--- src/rtl/i2c_pkg.sv ---
// rtl/i2c_pkg.sv - shared types and defaults for the I2C register controller
//
// Purpose: holds the controller state enum and the default register-file
// geometry used by i2c_reg_ctrl and i2c_reg_ptr.
// Ports: none (package).
// Build option: I2C_REG_AUTO_INC_EN (see i2c_reg_ctrl.sv).
package i2c_pkg;

  localparam int NUM_REGS_DEFAULT = 16;
  localparam int REG_AW_DEFAULT   = 4;

  typedef enum logic [1:0] {
    ST_IDLE  = 2'd0,
    ST_PTR   = 2'd1,
    ST_WRITE = 2'd2,
    ST_READ  = 2'd3
  } state_e;

endpackage

--- src/rtl/i2c_reg_ptr.sv ---
// rtl/i2c_reg_ptr.sv - register pointer with load, increment and wrap
//
// Purpose: holds the register pointer. A load takes priority over an
// increment; the increment wraps naturally because the register count is a
// power of two and the pointer is exactly REG_AW bits wide.
// Ports:
//   clk, reset  - clock, synchronous active-high reset (pointer -> 0)
//   load        - load load_val into the pointer
//   load_val    - value to load
//   inc         - advance the pointer by one, modulo 2**REG_AW
//   ptr         - current pointer
module i2c_reg_ptr #(
  parameter int REG_AW = 4
) (
  input  logic              clk,
  input  logic              reset,
  input  logic              load,
  input  logic [REG_AW-1:0] load_val,
  input  logic              inc,
  output logic [REG_AW-1:0] ptr
);

  logic [REG_AW-1:0] ptr_q;
  logic [REG_AW-1:0] ptr_d;

  always_comb begin
    ptr_d = ptr_q;
    if (load) begin
      ptr_d = load_val;
    end else if (inc) begin
      ptr_d = ptr_q + REG_AW'(1);
    end
  end

  always_ff @(posedge clk) begin
    if (reset) begin
      ptr_q <= '0;
    end else begin
      ptr_q <= ptr_d;
    end
  end

  assign ptr = ptr_q;

endmodule

--- src/rtl/i2c_reg_ctrl.sv ---
// rtl/i2c_reg_ctrl.sv - I2C slave register-access controller
//
// Purpose: turns byte-level I2C slave events into register-file accesses.
// A host write sets the pointer with its first data byte, then each further
// byte is written to the pointed register. A host read streams the pointed
// register out on tx_data.
// Build option: I2C_REG_AUTO_INC_EN - when defined the pointer advances after
// every register write and every tx_req in READ; otherwise it only changes
// on a pointer load or reset.
// Ports:
//   clk, reset           - clock, synchronous active-high reset
//   bus_start, bus_stop  - START/repeated START and STOP pulses
//   rw                   - direction with bus_start (1 = host reads)
//   rx_valid, rx_data    - received data byte
//   tx_req               - peripheral consumed tx_data
//   tx_data              - byte offered for host reads
//   reg_addr             - register address (the pointer)
//   reg_wdata, reg_wr    - register write data and strobe
//   reg_rdata            - register read data (combinational from reg_addr)
//   err_clr, err         - sticky protocol error flag and its clear
//   busy                 - controller not idle
module i2c_reg_ctrl
  import i2c_pkg::*;
#(
  parameter int NUM_REGS = NUM_REGS_DEFAULT,
  parameter int REG_AW   = REG_AW_DEFAULT
) (
  input  logic              clk,
  input  logic              reset,
  input  logic              bus_start,
  input  logic              bus_stop,
  input  logic              rw,
  input  logic              rx_valid,
  input  logic [7:0]        rx_data,
  input  logic              tx_req,
  output logic [7:0]        tx_data,
  output logic [REG_AW-1:0] reg_addr,
  output logic [7:0]        reg_wdata,
  output logic              reg_wr,
  input  logic [7:0]        reg_rdata,
  input  logic              err_clr,
  output logic              err,
  output logic              busy
);

  state_e      state_q, state_d;
  logic [7:0]  tx_data_q, tx_data_d;
  logic [7:0]  reg_wdata_q, reg_wdata_d;
  logic        reg_wr_q, reg_wr_d;
  logic        err_q, err_d;
  logic        err_set;
  logic        ptr_load;
  logic        ptr_inc;
  logic [REG_AW-1:0] ptr;

  // Byte actions are decided from the current state first; START/STOP then
  // override only the state transition, so a byte arriving with a bus event
  // still completes.
  always_comb begin
    state_d     = state_q;
    tx_data_d   = tx_data_q;
    reg_wdata_d = reg_wdata_q;
    reg_wr_d    = 1'b0;
    err_set     = 1'b0;
    ptr_load    = 1'b0;

    case (state_q)
      ST_IDLE: begin
        if (rx_valid) err_set = 1'b1;
      end
      ST_PTR: begin
        if (rx_valid) begin
          ptr_load = 1'b1;
          state_d  = ST_WRITE;
          // Out-of-range pointer is flagged but the truncated value is kept.
          if (int'(rx_data) >= NUM_REGS) err_set = 1'b1;
        end
      end
      ST_WRITE: begin
        if (rx_valid) begin
          reg_wr_d    = 1'b1;
          reg_wdata_d = rx_data;
        end
      end
      ST_READ: begin
        tx_data_d = reg_rdata;
        if (rx_valid) err_set = 1'b1;
      end
      default: state_d = ST_IDLE;
    endcase

    if (tx_req && (state_q != ST_READ)) err_set = 1'b1;

    // START beats a coincident STOP (repeated START).
    if (bus_start) begin
      state_d = rw ? ST_READ : ST_PTR;
    end else if (bus_stop) begin
      state_d = ST_IDLE;
    end

    // A new error outranks a clear in the same cycle.
    err_d = err_set | (err_q & ~err_clr);
  end

  // The write pulse is visible one cycle after the byte; the pointer moves
  // at the end of that pulse so reg_addr is stable while reg_wr is high.
`ifdef I2C_REG_AUTO_INC_EN
  assign ptr_inc = reg_wr_q | ((state_q == ST_READ) & tx_req);
`else
  assign ptr_inc = 1'b0;
`endif

  i2c_reg_ptr #(
    .REG_AW(REG_AW)
  ) u_ptr (
    .clk      (clk),
    .reset    (reset),
    .load     (ptr_load),
    .load_val (rx_data[REG_AW-1:0]),
    .inc      (ptr_inc),
    .ptr      (ptr)
  );

  always_ff @(posedge clk) begin
    if (reset) begin
      state_q     <= ST_IDLE;
      tx_data_q   <= 8'h00;
      reg_wdata_q <= 8'h00;
      reg_wr_q    <= 1'b0;
      err_q       <= 1'b0;
    end else begin
      state_q     <= state_d;
      tx_data_q   <= tx_data_d;
      reg_wdata_q <= reg_wdata_d;
      reg_wr_q    <= reg_wr_d;
      err_q       <= err_d;
    end
  end

  // A reset arriving while a write pulse is pending suppresses that write.
  assign reg_wr    = reg_wr_q & ~reset;
  assign reg_wdata = reg_wdata_q;
  assign reg_addr  = ptr;
  assign tx_data   = tx_data_q;
  assign err       = err_q;
  assign busy      = (state_q != ST_IDLE);

endmodule

--- config.mk ---
export PLATFORM = sky130hd
export DESIGN_NAME = i2c_reg_ctrl
export DESIGN_NICKNAME = d
export VERILOG_FILES = /design/src/rtl/i2c_pkg.sv /design/src/rtl/i2c_reg_ptr.sv /design/src/rtl/i2c_reg_ctrl.sv
export SDC_FILE = /design/constraint.sdc
export NUM_CORES = 1
export LEC_CHECK = 0
export ABC_CLOCK_PERIOD_IN_PS = 1700
export CAP_MARGIN = 5
export CORE_MARGIN = 4
export CORE_UTILIZATION = 25
export CTS_CLUSTER_SIZE = 14
export DETAILED_ROUTE_END_ITERATION = 6
export MAX_ROUTING_LAYER = met4
export PLACE_DENSITY = 0.57
export RECOVER_POWER = 100
export SYNTH_ARGS = -nofsm -noshare
export SYNTH_HDL_FRONTEND = slang
export SYNTH_SLANG_ARGS = --single-unit
--- constraint.sdc ---
create_clock -name clk -period 1.7 [get_ports clk]
set_input_delay 0.425 -clock clk [delete_from_list [all_inputs] [get_ports clk]]
set_output_delay 0.425 -clock clk [all_outputs]
set_load 0.01 [all_outputs]
# --- Word level (Yosys, flattened, before mapping) ---
# Cells that the tools add are included.
totals:
  register_bits: 24
classes:
  n_lt_le_gt_ge: 1
  eq_ne: 4
  n_mux: 11
  bitwise_logic: 6
  reduce_logical: 9
op_table:
  columns: ["cell", "count"]
  rows:
  - ["$mux W2", 5]
  - ["$ge A8 B5 Y1 const B", 1]
  - ["$reduce_bool A3 Y1", 2]
  - ["$mux W1", 5]
  - ["$eq A2 B2 Y1 const B", 2]
  - ["$reduce_and A2 Y1", 2]
  - ["$reduce_or A2 Y1", 2]
  - ["$not A1 Y1", 3]
  - ["$and A1 B1 Y1", 2]
  - ["$eq A2 B1 Y1 const B", 1]
  - ["$logic_not A2 Y1", 1]
  - ["$ne A2 B2 Y1 const B", 1]
  - ["$pmux W1 S2", 1]
  - ["$reduce_bool A2 Y1", 1]
  - ["$logic_and A1 B1 Y1", 1]
  - ["$or A1 B1 Y1", 1]

# --- Longest topological paths before layout ---
depth:
  ltp_word: 6
  ltp_mapped: 6

# --- Cells and area by module ---
# A second synthesis with hierarchy kept.
hier_totals:
  hier_cells: 114
  area_unflattened_um2: 1023.5
by_module_without_submodules:
  columns: ["mod", "instances", "cells_per_inst", "area_each_um2"]
  rows:
  - ["i2c_reg_ctrl", 1, 92, 818.3]
  - ["i2c_reg_ptr", 1, 22, 205.2]

# --- Worst setup path after synthesis ---
# OpenSTA, ideal clock, no wires.
synth_path:
  kind: "register to register"
  start: "reg state_q[0]"
  end: "reg reg_wdata_q[0], in the netlist reg_wdata[0]"
  setup_ns: 0.132
  arrival_time_ns: 1.135
  required_time_ns: 1.568
  slack_ns: 0.433
  path_stages_with_launch: 7
  synth_period_minus_slack_ns: 1.267
  path_cell_list: "dfxtp_1 inv_1 ha_1 clkbuf_1 nand2_1 nand2_1 a21oi_1"
synth_between:
  elab_chain_len: 2
synth_rtl:
  columns: ["element", "line", "source"]
  rows:
  - ["start, declared", "i2c_reg_ctrl.sv:46", "state_e state_q, state_d;"]
  - ["start signal, assigned", "i2c_reg_ctrl.sv:132", "state_q <= state_d;"]
  - ["$eq A2 B2 Y1", "i2c_reg_ctrl.sv:67", "case (state_q)"]
  - ["$reduce_and A2 Y1 (no line)", null, null]
  - ["end signal, assigned", "i2c_reg_ctrl.sv:134", "reg_wdata_q <= reg_wdata_d;"]
  - ["end, declared", "i2c_reg_ctrl.sv:48", "logic [7:0] reg_wdata_q, reg_wdata_d;"]
# Every way passes these cells.
# A chain may end at the register's enable or synchronous reset.

# --- Final worst setup path ---
layout_path:
  start: "reg reg_wdata_q[1], in the netlist reg_wdata[1]"
  end: "out reg_wdata[1]"
layout_rtl:
  columns: ["element", "line", "source"]
  rows:
  - ["end, declared", "i2c_reg_ctrl.sv:38", "output logic [7:0] reg_wdata,"]
# No word-level cell between the ends.

==> key figures <==
Final layout
  – Leading cell type in the layout, fill and taps excluded: clkdlybuf4s50_1
  – NumNets Final: between 150 and 200
  – Multi-input gate area: 419 µm²
  – Share of layout cells above drive strength 1: 4.49%
  – Post-layout util: 41.3%
  – Area delta synth->final: 59.7%
  – Fillers: between 300 and 400
  – Antenna cells: 0
  – Most frequent cells in the layout: clkdlybuf4s50_1 (42), dfxtp_1 (24), nand2_1 (15)
  – Seq. cell area: ~480 µm²

STA
  – Final min period: 1610 ps
  – Clk_skew: 2.41 ps
  – Final setup margin: between 80 and 90 ps
  – Setup repair after global routing missed its margin: false
  – Fin. Hold Viols: 0
  – Max-slew violations: 0
  – Max Clk Rate: 0.621 GHz
  – Final Setup Violations: 0
  – Slew @ Worst Pin: between 300 and 400 ps
  – Slew headroom: approximately four fifths
  – Fin crit share: between 90% and 100%

Global route
  – Antenna violations before repair: 0
  – Met3 Use GR: under 10%
  – Pin count of the biggest net entering global routing: 25
  – Global route total overflow: 0
  – Met1 Track Usage GR: about 14%
  – Number of global-route vias before repair: between 900 and 1,000
  – Total GRT Usage: ~11%
  – First-pass GRT wire length: roughly 4.2 mm
  – Busiest grt layer: met2
  – Met2 usage: 16.7%

Power and ir drop
  – Internal Pwr Total: 833 µW
  – P_sw: approximately 250 µW
  – Net Sw Frac: about 23%
  – Logic gate share of total power: 15.3%
  – Power share of the sequential group: between 50% and 60%
  – PwrDens: roughly 700 nW/µm²
  – Clock Power Share: between 30 and 40%
  – Max VDD drop: ~0.47 mV
  – Pleak: roughly 0.55 nW

Setup path
  – CP delay by family, top: buffers and inverters
  – R2R setup slack: approximately 170 ps
  – Setup CP Type: register to output pin
  – CP Max Fanout: 2
  – Worst setup SP type: register
  – CP endpoint kind: output pin
  – CP bufs+invs: 1
  – Slowest cell on crit path: dlygate4sd3_1
  – Peak per-stage delay on the critical path: about 600 ps
  – Critical path, cell by cell: dlygate4sd3_1
  – CP Data Required Time: 1270 ps
  – WP data arrival: between 1000 and 1500 ps

Clock network
  – CTS tree: done
  – Clk_lat worst skew: between 200 and 300 ps
  – Num CTS Buffers: 3
  – Clock sinks: 24
  – CTS Buffer Depth: 2
  – Root buffer cell: clkbuf_8
  – Clk pin slew, worst setup/hold paths: about 80 ps
  – Post-CTS Setup Bufs: 0
  – H-Tree Depth: 1

Placement
  – HPWL Detailed: between 1.5 and 2 mm
  – Setup WS pre-CTS: -298 ps
  – RD Place Congestion: roughly 0.76
  – I/O Buffers: 46

Run
  – Max Cap Viol: 0

Logic synthesis
  – Net Count, Synth: 136
  – Synth area leaders: dfxtp_1 (51%), mux2i_1 (8.5%), a21oi_1 (7.4%)
  – Synth Instances: approximately 110
  – Post-synth cell types: 17
  – Post-synth top area cell: dfxtp_1
  – Synth Register Bits: 24
  – Register area share after synthesis: 50.8%
  – Synth top area share: a little over 50%
  – Netlist Area Pre-Place: ~950 µm²
  – Mean post-synth cell area: roughly 8.8 µm²
  – Ys Warns: 0

Floorplanning
  – Die height: slightly below 70 µm
  – Starting density of the core: between 20% and 30%
  – I/O pins: 47
  – Core ar.: roughly 3700 µm²
  – Chip width: approximately 70 µm
  – Row Count: 22
  – Die area: 4830 µm²

Route
  – Wirelength per Cell: about 12 µm
  – DRT Pass-1 Iters: 4
  – Vias per cell: between 4 and 5
  – Total Wirelength: between 2 and 2.5 mm
  – # DRC: 0
  – DR iter-0 viols: 50
  – Antenna Nets Post-Route: 0
  – DR vias: approximately 900

Worst hold path
  – Hold Path Class: register to register

Outcome
  – Status: finished, final reports clean
[timing repair]
item / CTS / global route
hold buffers: 0 / 0
hold endpoints to repair: 0 / 0
setup endpoints to repair: 2 / 1
resized for setup: 4 / 1
[cell families after synthesis]
group | Yosys count | synth area share, %
buffers and inverters | 11 | 4.63
DFF | 24 | 50.8
muxes | 8 | 8.47
and+or+nand+nor | 42 | 19.6
AOI/OAI and AO/OA | 17 | 9.92
adders and majority gates | 5 | 6.61
[power groups by stage]
stage / registers (mW) / clock network (mW) / logic (mW)
floorplan: 0.606 / 0 / 0.0548
global placement: 0.599 / 0 / 0.171
detailed placement: 0.599 / 0 / 0.173
CTS: 0.586 / 0.341 / 0.172
global route: 0.589 / 0.377 / 0.182
finish: 0.586 / 0.330 / 0.166
[per-stage QoR]
stage,cell area (µm²),setup TNS [ps],power (mW),hold WS [ps],cells
after global routing,1510,0,1.15,475,204
after detailed placement,1490,-298,0.772,449,201
final,1510,0,1.08,456,204
after CTS,1530,0,1.10,461,204
after floorplan,946,0,0.661,481,107
after global placement,1490,-302,0.770,445,201
[final cells by class]
| cell class | instances | area share (%) |
|---|---|---|
| inverters | 5 | 1.24 |
| multi-input cells | 72 | 27.8 |
| well taps | 48 | 3.98 |
| flip-flops and latches | 24 | 31.8 |
| repair buffers | 52 | 32.5 |
| clock buffers | 3 | 2.73 |
[layer usage]
metal	wire [µm]	up-vias
li1	-	458
met1	1140	402
met2	1070	37
met3	187	2
met4	9	0
met5	0	-
[worst reg2reg max path: stages (launching register included)]
cell and delay, ps:
dfxtp_1 340, clkbuf_1 160, ha_1 360, clkbuf_1 300
mux2i_1 220, nor2_1 50
[registers in the layout, summed over array words and instances, names as in the netlist]
register	flops
u_ptr.ptr	4
state_q	2
reg_wr_q	1
reg_wdata	8
tx_data	8
err	1
[worst paths after layout]
| check | from | end | cells after the start |
|---|---|---|---|
| worst min register to register | u_ptr.ptr[2] | u_ptr.ptr[2] | 2 |
| worst min-delay path | u_ptr.ptr[2] | u_ptr.ptr[2] | 2 |
| worst max-delay path | reg_wdata[1] | reg_wdata[1] | 1 |
| worst max register to register | state_q[0] | tx_data[3] | 5 |
[synthesized netlist by cell type (all sizes together)]
| cell type | n |
|---|---|
| nand2 | 15 |
| a21oi | 14 |
| mux2i | 8 |
| a221oi | 1 |
| nor2 | 11 |
| nor2b | 2 |
| nand3 | 12 |
| clkbuf | 4 |
| dfxtp | 24 |
| buf | 2 |
| nor4 | 1 |
| inv | 5 |
| or3 | 1 |
| ha | 5 |
| a211o | 1 |
| a31oi | 1 |
Power figures use the tool's default switching activity.
